<file path="config.mk">
export PLATFORM = sky130hd
export DESIGN_NAME = tdes_round_controller
export DESIGN_NICKNAME = d
export VERILOG_FILES = /design/src/rtl/des_pkg.sv /design/src/rtl/des_round_counter.sv /design/src/rtl/tdes_round_controller.sv
export SDC_FILE = /design/constraint.sdc
export NUM_CORES = 1
export LEC_CHECK = 0
export ABC_AREA = 1
export CAP_MARGIN = 20
export CORE_MARGIN = 3
export CORE_UTILIZATION = 47
export CTS_CLUSTER_DIAMETER = 40
export DETAILED_ROUTE_END_ITERATION = 10
export GPL_ROUTABILITY_DRIVEN = 0
export PLACE_DENSITY = 0.74
export SYNTH_ARGS = -nofsm -noshare
export SYNTH_HDL_FRONTEND = slang
export SYNTH_SLANG_ARGS = --single-unit
</file>
<file path="constraint.sdc">
create_clock -name clk -period 1.4 [get_ports clk]
set_input_delay 0.14 -clock clk [delete_from_list [all_inputs] [get_ports clk]]
set_output_delay 0.14 -clock clk [all_outputs]
set_load 0.005 [all_outputs]
</file>
<file path="src/rtl/des_pkg.sv">
// Shared types and constants for the DES/3DES round-sequencing controller.
package des_pkg;

    localparam int DES_ROUNDS  = 16;
    localparam int TDES_PASSES = 3;
    localparam int DES_BLOCK_W = 64;

    typedef enum logic [2:0] {
        ST_IDLE,
        ST_LOAD,
        ST_PERMUTE,
        ST_KEYGEN,
        ST_ROUND,
        ST_INV_PERMUTE,
        ST_DATA_READY
    } tdes_state_t;

    // EDE: the middle pass of 3DES runs the key schedule in the opposite direction.
    function automatic logic pass_reverse(input logic mode_enc, input logic middle_pass);
        return ~mode_enc ^ middle_pass;
    endfunction

endpackage

</file>
<file path="src/rtl/des_round_counter.sv">
// Round counter for the DES controller: synchronous clear, count enable,
// terminal-count flag against a programmable rollover value.
module des_round_counter #(
    parameter int W = 4
) (
    input  logic         clk,
    input  logic         rst,
    input  logic         clear,
    input  logic         count_en,
    input  logic [W-1:0] rollover_val,
    output logic [W-1:0] count,
    output logic         rollover_flag
);

    assign rollover_flag = (count == rollover_val);

    always_ff @(posedge clk or posedge rst) begin
        if (rst) begin
            count <= '0;
        end else if (clear) begin
            count <= '0;
        end else if (count_en) begin
            count <= rollover_flag ? '0 : count + 1'b1;
        end
    end

endmodule

</file>
<file path="src/rtl/tdes_round_controller.sv">
// DES/3DES round sequencer: IP -> NUM_ROUNDS x (keygen, round) -> FP per pass,
// then holds the result until the consumer accepts it.
//
// state          | meaning
// ---------------+------------------------------------------------
// ST_IDLE        | waiting for a block, in_ready high
// ST_LOAD        | datapath captures the input block
// ST_PERMUTE     | initial permutation, round counter cleared
// ST_KEYGEN      | advance key schedule one round
// ST_ROUND       | execute one Feistel round
// ST_INV_PERMUTE | final permutation, next pass or done
// ST_DATA_READY  | result held, out_valid high until out_ready
module tdes_round_controller
    import des_pkg::*;
#(
    parameter int   NUM_ROUNDS = DES_ROUNDS,
    parameter int   NUM_PASSES = 1,
    localparam int  ROUND_W    = $clog2(NUM_ROUNDS),
    localparam int  PASS_W     = (NUM_PASSES > 1) ? $clog2(NUM_PASSES) : 1
) (
    input  logic               clk,
    input  logic               rst,
    input  logic               in_valid,
    output logic               in_ready,
    input  logic               encrypt,
    input  logic               abort,
    output logic               out_valid,
    input  logic               out_ready,
    output logic               load_en,
    output logic               ip_en,
    output logic               key_enable,
    output logic               des_enable,
    output logic               fp_en,
    output logic               reverse,
    output logic [PASS_W-1:0]  key_sel,
    output logic [ROUND_W-1:0] round_idx,
    output logic               busy
);

    if (!(NUM_PASSES == 1 || NUM_PASSES == TDES_PASSES)) begin : g_bad_passes
        $error("tdes_round_controller: NUM_PASSES must be 1 or 3");
    end
    if (NUM_ROUNDS < 2) begin : g_bad_rounds
        $error("tdes_round_controller: NUM_ROUNDS must be at least 2");
    end

    localparam logic [PASS_W-1:0]  LAST_PASS  = PASS_W'(NUM_PASSES - 1);
    localparam logic [ROUND_W-1:0] LAST_ROUND = ROUND_W'(NUM_ROUNDS - 1);

    tdes_state_t       state, state_nxt;
    logic [PASS_W-1:0] pass_cnt, pass_nxt;
    logic              mode_enc, mode_nxt;
    logic              round_last;
    logic              rnd_clear, rnd_count_en;

    // Clearing at the DATA_READY exit keeps round_idx at 0 throughout IDLE.
    assign rnd_clear    = abort || (state == ST_IDLE) || (state == ST_PERMUTE) ||
                          ((state == ST_DATA_READY) && out_ready);
    assign rnd_count_en = (state == ST_ROUND) && !round_last;

    des_round_counter #(.W(ROUND_W)) u_round_cnt (
        .clk          (clk),
        .rst          (rst),
        .clear        (rnd_clear),
        .count_en     (rnd_count_en),
        .rollover_val (LAST_ROUND),
        .count        (round_idx),
        .rollover_flag(round_last)
    );

    always_comb begin
        state_nxt = state;
        pass_nxt  = pass_cnt;
        mode_nxt  = mode_enc;
        if (abort) begin
            state_nxt = ST_IDLE;
            pass_nxt  = '0;
        end else begin
            case (state)
                ST_IDLE: begin
                    if (in_valid) begin
                        state_nxt = ST_LOAD;
                        mode_nxt  = encrypt;
                    end
                end
                ST_LOAD:    state_nxt = ST_PERMUTE;
                ST_PERMUTE: state_nxt = ST_KEYGEN;
                ST_KEYGEN:  state_nxt = ST_ROUND;
                ST_ROUND:   state_nxt = round_last ? ST_INV_PERMUTE : ST_KEYGEN;
                ST_INV_PERMUTE: begin
                    if (pass_cnt == LAST_PASS) begin
                        state_nxt = ST_DATA_READY;
                    end else begin
                        state_nxt = ST_PERMUTE;
                        pass_nxt  = pass_cnt + 1'b1;
                    end
                end
                ST_DATA_READY: begin
                    if (out_ready) begin
                        state_nxt = ST_IDLE;
                        pass_nxt  = '0;
                    end
                end
                default: begin
                    state_nxt = ST_IDLE;
                    pass_nxt  = '0;
                end
            endcase
        end
    end

    // Outputs are registered from the next state so they line up with the state register.
    always_ff @(posedge clk or posedge rst) begin
        if (rst) begin
            state      <= ST_IDLE;
            pass_cnt   <= '0;
            mode_enc   <= 1'b1;
            in_ready   <= 1'b1;
            out_valid  <= 1'b0;
            load_en    <= 1'b0;
            ip_en      <= 1'b0;
            key_enable <= 1'b0;
            des_enable <= 1'b0;
            fp_en      <= 1'b0;
            busy       <= 1'b0;
            reverse    <= 1'b0;
            key_sel    <= '0;
        end else begin
            state      <= state_nxt;
            pass_cnt   <= pass_nxt;
            mode_enc   <= mode_nxt;
            in_ready   <= (state_nxt == ST_IDLE);
            out_valid  <= (state_nxt == ST_DATA_READY);
            load_en    <= (state_nxt == ST_LOAD);
            ip_en      <= (state_nxt == ST_PERMUTE);
            key_enable <= (state_nxt == ST_KEYGEN);
            des_enable <= (state_nxt == ST_ROUND);
            fp_en      <= (state_nxt == ST_INV_PERMUTE);
            busy       <= (state_nxt != ST_IDLE);
            reverse    <= pass_reverse(mode_nxt,
                                       (NUM_PASSES == TDES_PASSES) && (pass_nxt == PASS_W'(1)));
            key_sel    <= mode_nxt ? pass_nxt : (LAST_PASS - pass_nxt);
        end
    end

endmodule

</file>
==> run_results.csv <==
group,metric,value,unit
timing,tightest_slew,0.2993,ns
die,die_h,48.58,um
global_route,grt_max_degree,12,
worst_setup_path,arrival,1.52,ns
routing,dr.first_iter.drc_count,6,
cts,cts_num_sinks,18,
die,io_pins,20,
cts,path_clk_slew,0.10,ns
routing,top_layer,"met4",
synthesis,synth-seq-cells,18,
worst_setup_path,reg2reg_depth,7,
finish,mostFrequentLayoutCells,"dfrtp_1 (15), clkdlybuf4s50_1 (15), nand2_1 (13)",
cts,cts_max_path_buffers,2,
synthesis,netlist-cell-type-count,26,
worst_setup_path,crit_path_start,"u_round_cnt.count[1]",
cts,numCtsBuffers,3,
place,dp.cells,136,
routing,drt-met1-wl,705,um
routing,vias_per_cell,4.799,
worst_setup_path,r2r-start,"u_round_cnt.count[1]",
finish,final_nets,128,
min_path,hold_class,"primary input to async pin",
power,p_leak,0.5907,nW
die,die_area,2360,um2
cts,insertion_delay,0.30,ns
global_route,antenna_found_initial,0,
finish,area_growth,39.94,%
synthesis,synthCells,91,
place,placed_cell_area,1087,um2
die,core-area,1612,um2
synthesis,synth_nets,98,
worst_setup_path,endpoint_kind,"flop",
routing,wl_per_cell,12.09,um
synthesis,synth_area,852.1,um2
routing,route.met2.wl,891,um
global_route,grt_pass1_wl,3070,um
timing,fin_crit_sh,0.9581,
global_route,grt_pass1_vias,705,
die,die_w,48.58,um
cts,cts-root-buf,"clkbuf_4",
place,port_buffers,19,
global_route,overflow,0,
timing,setup_viol,0,
die,start_util,0.5287,
synthesis,synth_area_per_cell,9.363,um2
timing,max_freq,745.5,MHz
die,core.rowCount,14,
worst_setup_path,critical_path.endpoint,"busy",
power,p_per_area,975.5,nW/um2
outcome,status,"finished, final reports clean",
worst_setup_path,rrSetupSlack,0.06,ns
cts,cts_tree,"yes",
worst_setup_path,crit_fanout,4,
global_route,grt_use_total,0.1690,
routing,drc_errors,0,
finish,fin_cells,144,
finish,fillers,129,
power,ir_worst_vdd,0.7408,mV
finish,drive_gt1_frac,0.3333,
routing,dr_total_vias,691,
worst_setup_path,critical_path_class,"flop to flop",
timing,final_hold_viol_count,0,
worst_setup_path,required,1.58,ns
cts,hold_buffers,0,
cts,h-tree-depth,1,
timing,layout_min_cycle_time,1.341,ns
routing,wirelength,1741,um
synthesis,synth_warnings,0,
worst_setup_path,r2r-end,"busy",
timing,skew,0.004541,ns
finish,design_area,1192,um2
finish,antennaDiodeCount,0,
place,place_hpwl,1302,um
routing,drtPass1Iterations,4,
flow_run,maxCapViolations,0,
routing,wl_met3,109,um
timing,drv_slew,0,
synthesis,yosysSeqAreaShare,0.5316,
worst_setup_path,crit_path_start_kind,"flop",
timing,relSlewSlack,0.8003,
routing,drtAntennaViolNets,0,
cell usage after synthesis:
master | count | area share
nor2_4 | 2 | 0.026
o21ai_2 | 1 | 0.010
buf_4 | 1 | 0.0088
o21ai_1 | 2 | 0.012
ha_1 | 1 | 0.015
nor3_2 | 1 | 0.012
nor3_1 | 2 | 0.012
o21bai_1 | 1 | 0.0088
dfrtp_1 | 16 | 0.47
nor2_1 | 10 | 0.044
nand3_1 | 6 | 0.035
dfstp_2 | 2 | 0.062
nand2_4 | 2 | 0.026
clkinv_1 | 1 | 0.0044
nand2_1 | 13 | 0.057
o22ai_1 | 1 | 0.0073
inv_2 | 5 | 0.022
xor2_1 | 1 | 0.010
nor2_2 | 6 | 0.044
nand4_1 | 1 | 0.0073
inv_1 | 8 | 0.035
a21oi_2 | 1 | 0.010
nand3_2 | 2 | 0.023
nand2_2 | 3 | 0.022
nor3b_1 | 1 | 0.0088
a21oi_1 | 1 | 0.0059
where the power goes:
group | internal (W) | total, W | switching (W)
clock | 0.000159 | 0.000317 | 0.000158
combinational | 0.000112 | 0.000247 | 0.000135
sequential | 0.000575 | 0.000599 | 0.0000239
total | 0.000846 | 0.00116 | 0.000317
critical path, stage by stage, from the launching register on:
cell	delay [ns]
dfrtp_1	0.44
ha_4	0.20
nand3_4	0.10
nor2_2	0.06
nor2_2	0.19
nand2_4	0.08
nand2_4	0.09
nand3_1	0.07
metal layers:
metal  vias up  global-route usage
li1        344                   -
met1       324              0.1877
met2        17              0.2959
met3         6             0.04601
met4         0             0.08531
met5         -                   0
state kept, by name, summed over array words and instances (netlist names):
name,cells
mode_enc,1
reverse,1
key_enable,1
state,3
key_sel,1
u_round_cnt.count,4
out_valid,1
ip_en,1
busy,1
in_ready,1
fp_en,1
load_en,1
des_enable,1
what timing repair did:
item / 4_1_cts / 5_1_grt
resized for setup: 2 / 9
buffers inserted: 0 / 4
pin swaps: 0 / 2
endpoints found under the setup margin: 4 / 13
worst min-delay path by stage:
stage	end	depth (start not counted)	slack [ns]
after global placement	reverse	2	0.39
after floorplan	busy	1	0.08
after global routing	reverse	2	0.08
final	reverse	2	0.08
after detailed placement	reverse	2	0.42
after CTS	reverse	2	0.08
cell type report:
cell class,count,area (um2),share of cell area
flip-flops and latches,18,454.2,0.3809
repair buffers,26,245.2,0.2057
clock buffers,4,36.28,0.03043
well taps,24,30.03,0.02518
inverters,14,52.55,0.04407
multi-input cells,58,374.1,0.3137
cell families (layout without fill, tap and decap cells):
| family | count (synthesis) | count (layout) | synth area share |
|---|---|---|---|
| and+or+nand+nor | 49 | 49 | 0.3187 |
| DFF | 18 | 18 | 0.5316 |
| buffers and inverters | 15 | 44 | 0.07049 |
| adders and majority gates | 1 | 1 | 0.01468 |
| xor gates and xnor gates | 1 | 1 | 0.01028 |
| AOI/OAI and AO/OA | 7 | 7 | 0.05434 |
stage by stage:
stage / utilization / worst slack, ns / power [W] / setup TNS, ns / hold WS, ns
final: 0.7399 / 0.05870 / 0.001163 / 0 / 0.07573
after floorplan: - / 0.09886 / 0.0007528 / 0 / 0.07711
after global routing: 0.7399 / -0.004116 / 0.001245 / -0.004116 / 0.08236
after global placement: 0.6747 / 0.06243 / 0.0008581 / 0 / 0.3944
after detailed placement: 0.6747 / -0.003437 / 0.0008618 / -0.003437 / 0.4189
after CTS: 0.6957 / -0.006563 / 0.001179 / -0.008475 / 0.08295
Note: power is estimated with default switching activity, not from simulation.
